==> config.mk <==
export PLATFORM = sky130hd
export DESIGN_NAME = leaky_relu_array
export DESIGN_NICKNAME = d
export VERILOG_FILES = /design/src/rtl/fxp_pkg.sv /design/src/rtl/lr_lane.sv /design/src/rtl/leaky_relu_array.sv
export SDC_FILE = /design/constraint.sdc
export NUM_CORES = 2
export LEC_CHECK = 0
export BUFFER_PORTS_ARGS = -buffer_cell sky130_fd_sc_hd__buf_2
export CORE_UTILIZATION = 60
export DETAILED_ROUTE_END_ITERATION = 8
export HOLD_SLACK_MARGIN = 0.08
export PLACE_DENSITY = 0.81
export SKIP_LAST_GASP = 1
export SLEW_MARGIN = 20
export SYNTH_ARGS = -nofsm -noshare
export SYNTH_HDL_FRONTEND = slang
export SYNTH_SLANG_ARGS = --single-unit
==> constraint.sdc <==
create_clock -name clk -period 6.42 [get_ports clk]
set_clock_uncertainty 0.05 [all_clocks]
set_input_delay 0.321 -clock clk [delete_from_list [all_inputs] [get_ports clk]]
set_output_delay 0.321 -clock clk [all_outputs]
set_load 0.01 [all_outputs]
==> src/rtl/fxp_pkg.sv <==
// Shared fixed-point definitions for the activation datapath.
//   DEF_WIDTH / DEF_FRAC : default signed word width and fractional bit count
//   act_mode_e           : per-beat activation function selector
package fxp_pkg;

    localparam int unsigned DEF_WIDTH = 16;
    localparam int unsigned DEF_FRAC  = 8;

    typedef enum logic [1:0] {
        ACT_IDENT  = 2'b00,
        ACT_RELU   = 2'b01,
        ACT_LEAKY  = 2'b10,
        ACT_DLEAKY = 2'b11
    } act_mode_e;

endpackage

==> src/rtl/lr_lane.sv <==
// One activation lane: multiply by the leak slope, shift, saturate, select, flag clipping.
// Holds the lane's S1 (product, sign) and S2 (selected result) registers; the enables come
// from the pipeline control in the top.
//   clk, rst         : clock, asynchronous active-high reset
//   s1_load, s2_load : capture stage-0 operands into S1 / S1 selection into S2
//   x, leak          : incoming lane operand and beat slope (feed the multiplier)
//   s1_mode, s1_leak : mode and slope belonging to the beat currently held in S1
//   result           : S2 register, this lane's output word
//   clip             : the S1 beat's selected result was saturated
module lr_lane
    import fxp_pkg::*;
#(
    parameter int unsigned WIDTH = DEF_WIDTH,
    parameter int unsigned FRAC  = DEF_FRAC
) (
    input  logic             clk,
    input  logic             rst,
    input  logic             s1_load,
    input  logic             s2_load,
    input  logic [WIDTH-1:0] x,
    input  logic [WIDTH-1:0] leak,
    input  act_mode_e        s1_mode,
    input  logic [WIDTH-1:0] s1_leak,
    output logic [WIDTH-1:0] result,
    output logic             clip
);

    localparam logic [WIDTH-1:0] SAT_MAX = {1'b0, {(WIDTH-1){1'b1}}};
    localparam logic [WIDTH-1:0] SAT_MIN = {1'b1, {(WIDTH-1){1'b0}}};
    localparam logic [WIDTH-1:0] ONE     = WIDTH'(1) << FRAC;

    logic signed [2*WIDTH-1:0] x_ext, leak_ext, prod_full, prod_shift;
    logic        [WIDTH:0]     prod_hi;
    logic                      prod_clip;
    logic        [WIDTH-1:0]   prod_sat;
    logic                      x_pos;

    logic [WIDTH-1:0] x_q, prod_q, result_q, sel;
    logic             x_pos_q, prod_clip_q;

    always_comb begin
        x_ext      = {{WIDTH{x[WIDTH-1]}}, x};
        leak_ext   = {{WIDTH{leak[WIDTH-1]}}, leak};
        prod_full  = x_ext * leak_ext;
        prod_shift = prod_full >>> FRAC;
        // Result fits in WIDTH bits only if every bit above the sign bit matches it.
        prod_hi    = prod_shift[2*WIDTH-1:WIDTH-1];
        prod_clip  = !((&prod_hi) || !(|prod_hi));
        if (!prod_clip) begin
            prod_sat = prod_shift[WIDTH-1:0];
        end else if (prod_shift[2*WIDTH-1]) begin
            prod_sat = SAT_MIN;
        end else begin
            prod_sat = SAT_MAX;
        end
        // Zero counts as non-positive.
        x_pos = !x[WIDTH-1] && (|x);
    end

    always_ff @(posedge clk or posedge rst) begin
        if (rst) begin
            x_q         <= '0;
            x_pos_q     <= 1'b0;
            prod_q      <= '0;
            prod_clip_q <= 1'b0;
        end else if (s1_load) begin
            x_q         <= x;
            x_pos_q     <= x_pos;
            prod_q      <= prod_sat;
            prod_clip_q <= prod_clip;
        end
    end

    // A saturated product only matters when leaky mode actually picks it.
    always_comb begin
        sel  = x_q;
        clip = 1'b0;
        unique case (s1_mode)
            ACT_IDENT:  sel = x_q;
            ACT_RELU:   sel = x_pos_q ? x_q : '0;
            ACT_LEAKY: begin
                sel  = x_pos_q ? x_q : prod_q;
                clip = !x_pos_q && prod_clip_q;
            end
            ACT_DLEAKY: sel = x_pos_q ? ONE : s1_leak;
            default:    sel = x_q;
        endcase
    end

    always_ff @(posedge clk or posedge rst) begin
        if (rst) begin
            result_q <= '0;
        end else if (s2_load) begin
            result_q <= sel;
        end
    end

    assign result = result_q;

endmodule

==> src/rtl/leaky_relu_array.sv <==
// LANES-wide leaky-ReLU activation block with a 2-stage valid/ready pipeline.
//   clk, rst             : clock, asynchronous active-high reset
//   in_valid/in_ready    : input handshake; in_data, mode, leak_factor bind to the beat
//   out_valid/out_ready  : output handshake; out_data holds LANES results
//   sat_count, sat_clear : saturating count of clipped lane results, synchronous clear
module leaky_relu_array
    import fxp_pkg::*;
#(
    parameter int unsigned LANES = 4,
    parameter int unsigned WIDTH = DEF_WIDTH,
    parameter int unsigned FRAC  = DEF_FRAC
) (
    input  logic                   clk,
    input  logic                   rst,
    input  logic                   in_valid,
    output logic                   in_ready,
    input  logic [LANES*WIDTH-1:0] in_data,
    input  logic [1:0]             mode,
    input  logic [WIDTH-1:0]       leak_factor,
    output logic                   out_valid,
    input  logic                   out_ready,
    output logic [LANES*WIDTH-1:0] out_data,
    output logic [15:0]            sat_count,
    input  logic                   sat_clear
);

    logic             s1_valid_q, s1_valid_d, s2_valid_q, s2_valid_d;
    act_mode_e        s1_mode_q;
    logic [WIDTH-1:0] s1_leak_q;
    logic [15:0]      sat_count_q, sat_count_d;
    logic [16:0]      clip_total, sat_sum;
    logic [LANES-1:0] lane_clip;
    logic             s2_free, s1_move, accept;

    always_comb begin
        s2_free    = !s2_valid_q || out_ready;
        s1_move    = s1_valid_q && s2_free;
        in_ready   = !s1_valid_q || s1_move;
        accept     = in_valid && in_ready;
        s1_valid_d = accept || (s1_valid_q && !s1_move);
        s2_valid_d = s1_move || (s2_valid_q && !out_ready);
    end

    // Counted as the beat leaves S1, i.e. the edge it becomes visible on out_data.
    always_comb begin
        clip_total = '0;
        for (int unsigned i = 0; i < LANES; i++) begin
            clip_total = clip_total + 17'(lane_clip[i]);
        end
        sat_sum     = {1'b0, sat_count_q} + clip_total;
        sat_count_d = sat_count_q;
        if (sat_clear) begin
            sat_count_d = '0;
        end else if (s1_move) begin
            sat_count_d = sat_sum[16] ? 16'hFFFF : sat_sum[15:0];
        end
    end

    always_ff @(posedge clk or posedge rst) begin
        if (rst) begin
            s1_valid_q  <= 1'b0;
            s2_valid_q  <= 1'b0;
            s1_mode_q   <= ACT_IDENT;
            s1_leak_q   <= '0;
            sat_count_q <= '0;
        end else begin
            s1_valid_q  <= s1_valid_d;
            s2_valid_q  <= s2_valid_d;
            sat_count_q <= sat_count_d;
            if (accept) begin
                s1_mode_q <= act_mode_e'(mode);
                s1_leak_q <= leak_factor;
            end
        end
    end

    for (genvar i = 0; i < LANES; i++) begin : g_lane
        lr_lane #(
            .WIDTH (WIDTH),
            .FRAC  (FRAC)
        ) u_lane (
            .clk     (clk),
            .rst     (rst),
            .s1_load (accept),
            .s2_load (s1_move),
            .x       (in_data[i*WIDTH +: WIDTH]),
            .leak    (leak_factor),
            .s1_mode (s1_mode_q),
            .s1_leak (s1_leak_q),
            .result  (out_data[i*WIDTH +: WIDTH]),
            .clip    (lane_clip[i])
        );
    end

    assign out_valid = s2_valid_q;
    assign sat_count = sat_count_q;

endmodule

==> reports/metrics.yaml <==
setup_path:
  critPathKind: "input port to flip-flop"
  reg2reg_setup_slack_ns: 1.87
  regToRegStartpoint: "s1_mode_q[1]$_DFFE_PP0P_"
  cp_max_fo: 11
  r2r_cells: 11
  cp-end-kind: "flip-flop"
  r2r-end: "sat_count[13]$_DFFE_PP0P_"
  crit_required_ns: 6.81
  start_kind: "input port"
  cp.arrival_ns: 6.75
min_path:
  min_path_cells: 2
  min_to: "sat_count[15]$_DFFE_PP0P_"
  hold_class: "input port to flip-flop"
  hp-start: "sat_clear"
timing:
  max_freq_mhz: 157.3
  tightest_slew_ns: 1.083
  hold_viol: 0
  period_needed_ns: 6.355
  finalCritPeriodShare: 0.9899
  rsz0062_at_grt: "yes"
  relSlewSlack: 0.2732
  layout_setup_ws_ns: 0.06459
  slew_viol_final: 0
  finalSetupViolCount: 0
run_status:
  status: "finished with violations"
  violations: "DRC"
logic_synthesis:
  yosysSeqAreaShare: 0.1180
  synth_ff_type: "dfrtp_1"
  ys_types: 84
  ys_warn_count: 0
  netlist_instances: 5631
  syn-cell-area_um2: 50050
  synth_edf_count: 0
  ys_ff_latch: 236
  syn_avg_cell_area_um2: 8.889
  async_flop_share: 1.000
  synth_nets: 7082
clock_tree:
  clockBufferDepth: 3
  cts_buffers: 21
  htreeDepth: 1
  clkTransAtPathRegs_ns: 0.07
  clock_sinks: 236
  clkLatencyLatePin_ns: 0.55
  cts_tree: "done"
  cts_root_buf: "clkbuf_16"
detailed_routing:
  drc_errors: 1
  first_iter_violations: 3487
  ant_nets: 0
  vias: 41151
  wl_um: 142100
  post_drt_wl_per_cell_um: 19.48
  viasPerCell: 5.639
  firstDrtPassIters: 9
global_routing:
  globalRouteMet2Util: 0.5682
  grt_max_degree: 160
  grtUsageMet3: 0.05866
  grt_use_total: 0.3389
  first_global_vias: 43931
  grt.busiest_layer: "met2"
  grt_pass1_wl_um: 227000
  overflow: 0
  antenna_found_initial: 2
  met1_usage: 0.4435
floorplan:
  die-area_um2: 84580
  die_h_um: 290.8
  io_pins: 169
  die_w_um: 290.8
  start_util: 0.6076
  core_um2: 82370
  rows: 105
place:
  io_buffers: 168
  dpl.hpwl_um: 115500
  gp_congestion: 0.9576
  place_ws_ns: -0.7880
job:
  drv_cap: 0
layout:
  nNetsFinal: 7664
  drive_gt1_frac: 0.1727
  synthToLayoutAreaGrowth_pct: 16.81
  nFillCells: 5820
  multi_input_area_um2: 39570
  final_core_util: 0.7098
  register_area_um2: 5907
-- registers in the layout (all words and copies together), names as in the netlist --
register and count:
g_lane.u_lane.prod_q 64, g_lane.u_lane.result 64, g_lane.u_lane.x_q 64, s1_leak_q 16, sat_count 16, g_lane.u_lane.prod_clip_q 4
g_lane.u_lane.x_pos_q 4, s1_mode_q 2, out_valid 1, s1_valid_q 1
-- metal layers --
layer	wire length, um	up-vias	share of wire
met5	13	-	0.000091
met4	6786	2	0.048
met3	13050	432	0.092
met2	69250	1904	0.49
met1	53040	20784	0.37
li1	-	18029	-
-- layout by cell type (no fill, tap or decap), drive strengths merged, types with 158 or more instances in the layout --
cell type | synthesis | routed
inv | 1161 | 1161
fa | 1047 | 1047
nand2 | 951 | 952
buf | 20 | 832
and2 | 471 | 471
ha | 317 | 317
a21oi | 265 | 265
dfrtp | 236 | 236
o21ai | 166 | 166
nor2 | 158 | 158
-- synthesized netlist by cell type, drive strengths merged (4+ instances only) --
master	n	area share
nand3	36	0.0036
o21a	13	0.0019
a221o	17	0.0036
nand4	25	0.0032
a21oi	265	0.027
nor2b	8	0.0010
a41o	6	0.0012
a211oi	15	0.0027
dfrtp	236	0.12
clkbuf	265	0.020
buf	20	0.0024
a211o	4	0.00070
or3	8	0.0010
nand2	951	0.071
or2	4	0.00050
and2	471	0.059
nand2b	109	0.014
and4	4	0.00070
o21bai	10	0.0015
mux2i	6	0.0012
o31ai	11	0.0022
xnor2	84	0.015
nor3b	8	0.0012
o21ai	166	0.017
xor2	43	0.0077
and3	8	0.0010
fa	1047	0.42
nor4	19	0.0024
o221ai	6	0.0010
a31oi	9	0.0012
nor2	158	0.012
o211ai	21	0.0035
a311oi	5	0.00087
inv	1161	0.087
nor3	27	0.0030
ha	317	0.079
a21o	29	0.0043
-- cell families after synthesis --
logic type	after synthesis	share of synthesized area
buffers and inverters	1446	0.1094
AO/OA/AOI/OAI	606	0.07589
XOR/XNOR	127	0.02237
multiplexers	7	0.001425
flip-flops	236	0.1180
AND/OR/NAND/NOR	1845	0.1749
adder cells (fa/ha/maj)	1364	0.4980
-- critical path: stages --
cell,delay [ns]
buf_4,0.15
buf_12,0.16
and2_4,0.15
fa_2,0.65
inv_2,0.06
fa_1,0.58
inv_4,0.05
buf_6,0.14
fa_1,0.49
fa_1,0.44
fa_1,0.52
fa_1,0.54
ha_4,0.30
nand2_1,0.07
nor2_2,0.15
nand3_2,0.15
a2111oi_4,0.35
nor3_4,0.09
buf_4,0.15
xnor2_1,0.12
nand4b_1,0.19
o41ai_4,0.38
buf_4,0.21
buf_6,0.12
nand2_1,0.06
a21oi_2,0.13
-- stage by stage --
stage          hold slack [ns]  setup TNS, ns  instance area, um2  std cells
4_1_cts                0.09632              0               57380       7264
6_report               0.09793              0               58460       7297
3_5_place_dp            0.4123         -41.00               56640       7223
3_3_place_gp            0.4059         -31.86               56640       7223
5_1_grt                 0.1085         -4.919               58460       7296
2_1_floorplan           0.3372         -1.810               50630       5631
-- timing repair --
item | 4_1_cts | 5_1_grt
resized for setup | 2 | 178
setup endpoints to repair | 59 | 64
endpoints found under the hold margin | 39 | 0
buffers inserted | 1 | 24
hold buffers | 4 | 0
gates cloned | 0 | 8
pin swaps | 1 | 107
-- worst max-delay path by stage --
stage | startpoint | end | slack (ns)
after floorplan | leak_factor[4] | g_lane[3].u_lane.prod_q[11]$_DFFE_PP0P_ | -0.1
after global routing | leak_factor[3] | g_lane[1].u_lane.prod_q[13]$_DFFE_PP0P_ | -0.14
final | leak_factor[3] | g_lane[3].u_lane.prod_q[10]$_DFFE_PP0P_ | 0.06
after detailed placement | leak_factor[1] | g_lane[2].u_lane.prod_q[0]$_DFFE_PP0P_ | -0.79
after global placement | leak_factor[1] | g_lane[2].u_lane.prod_q[1]$_DFFE_PP0P_ | -0.65
after CTS | leak_factor[3] | g_lane[2].u_lane.prod_q[0]$_DFFE_PP0P_ | 0.01
-- layout make-up --
| type | count | share of cell area |
|---|---|---|
| clock buffers | 27 | 0.009716 |
| inverters | 1161 | 0.07477 |
| flip-flops and latches | 236 | 0.1010 |
| well taps | 1070 | 0.02290 |
| repair buffers | 843 | 0.1131 |
| multi-input cells | 3950 | 0.6767 |
| clock inverters | 9 | 0.001733 |
| diodes | 1 | 0.00004280 |
Power is left out: the tool's default activity adds up to more than one toggle a clock period on the data nets, which glitch-free logic cannot reach.
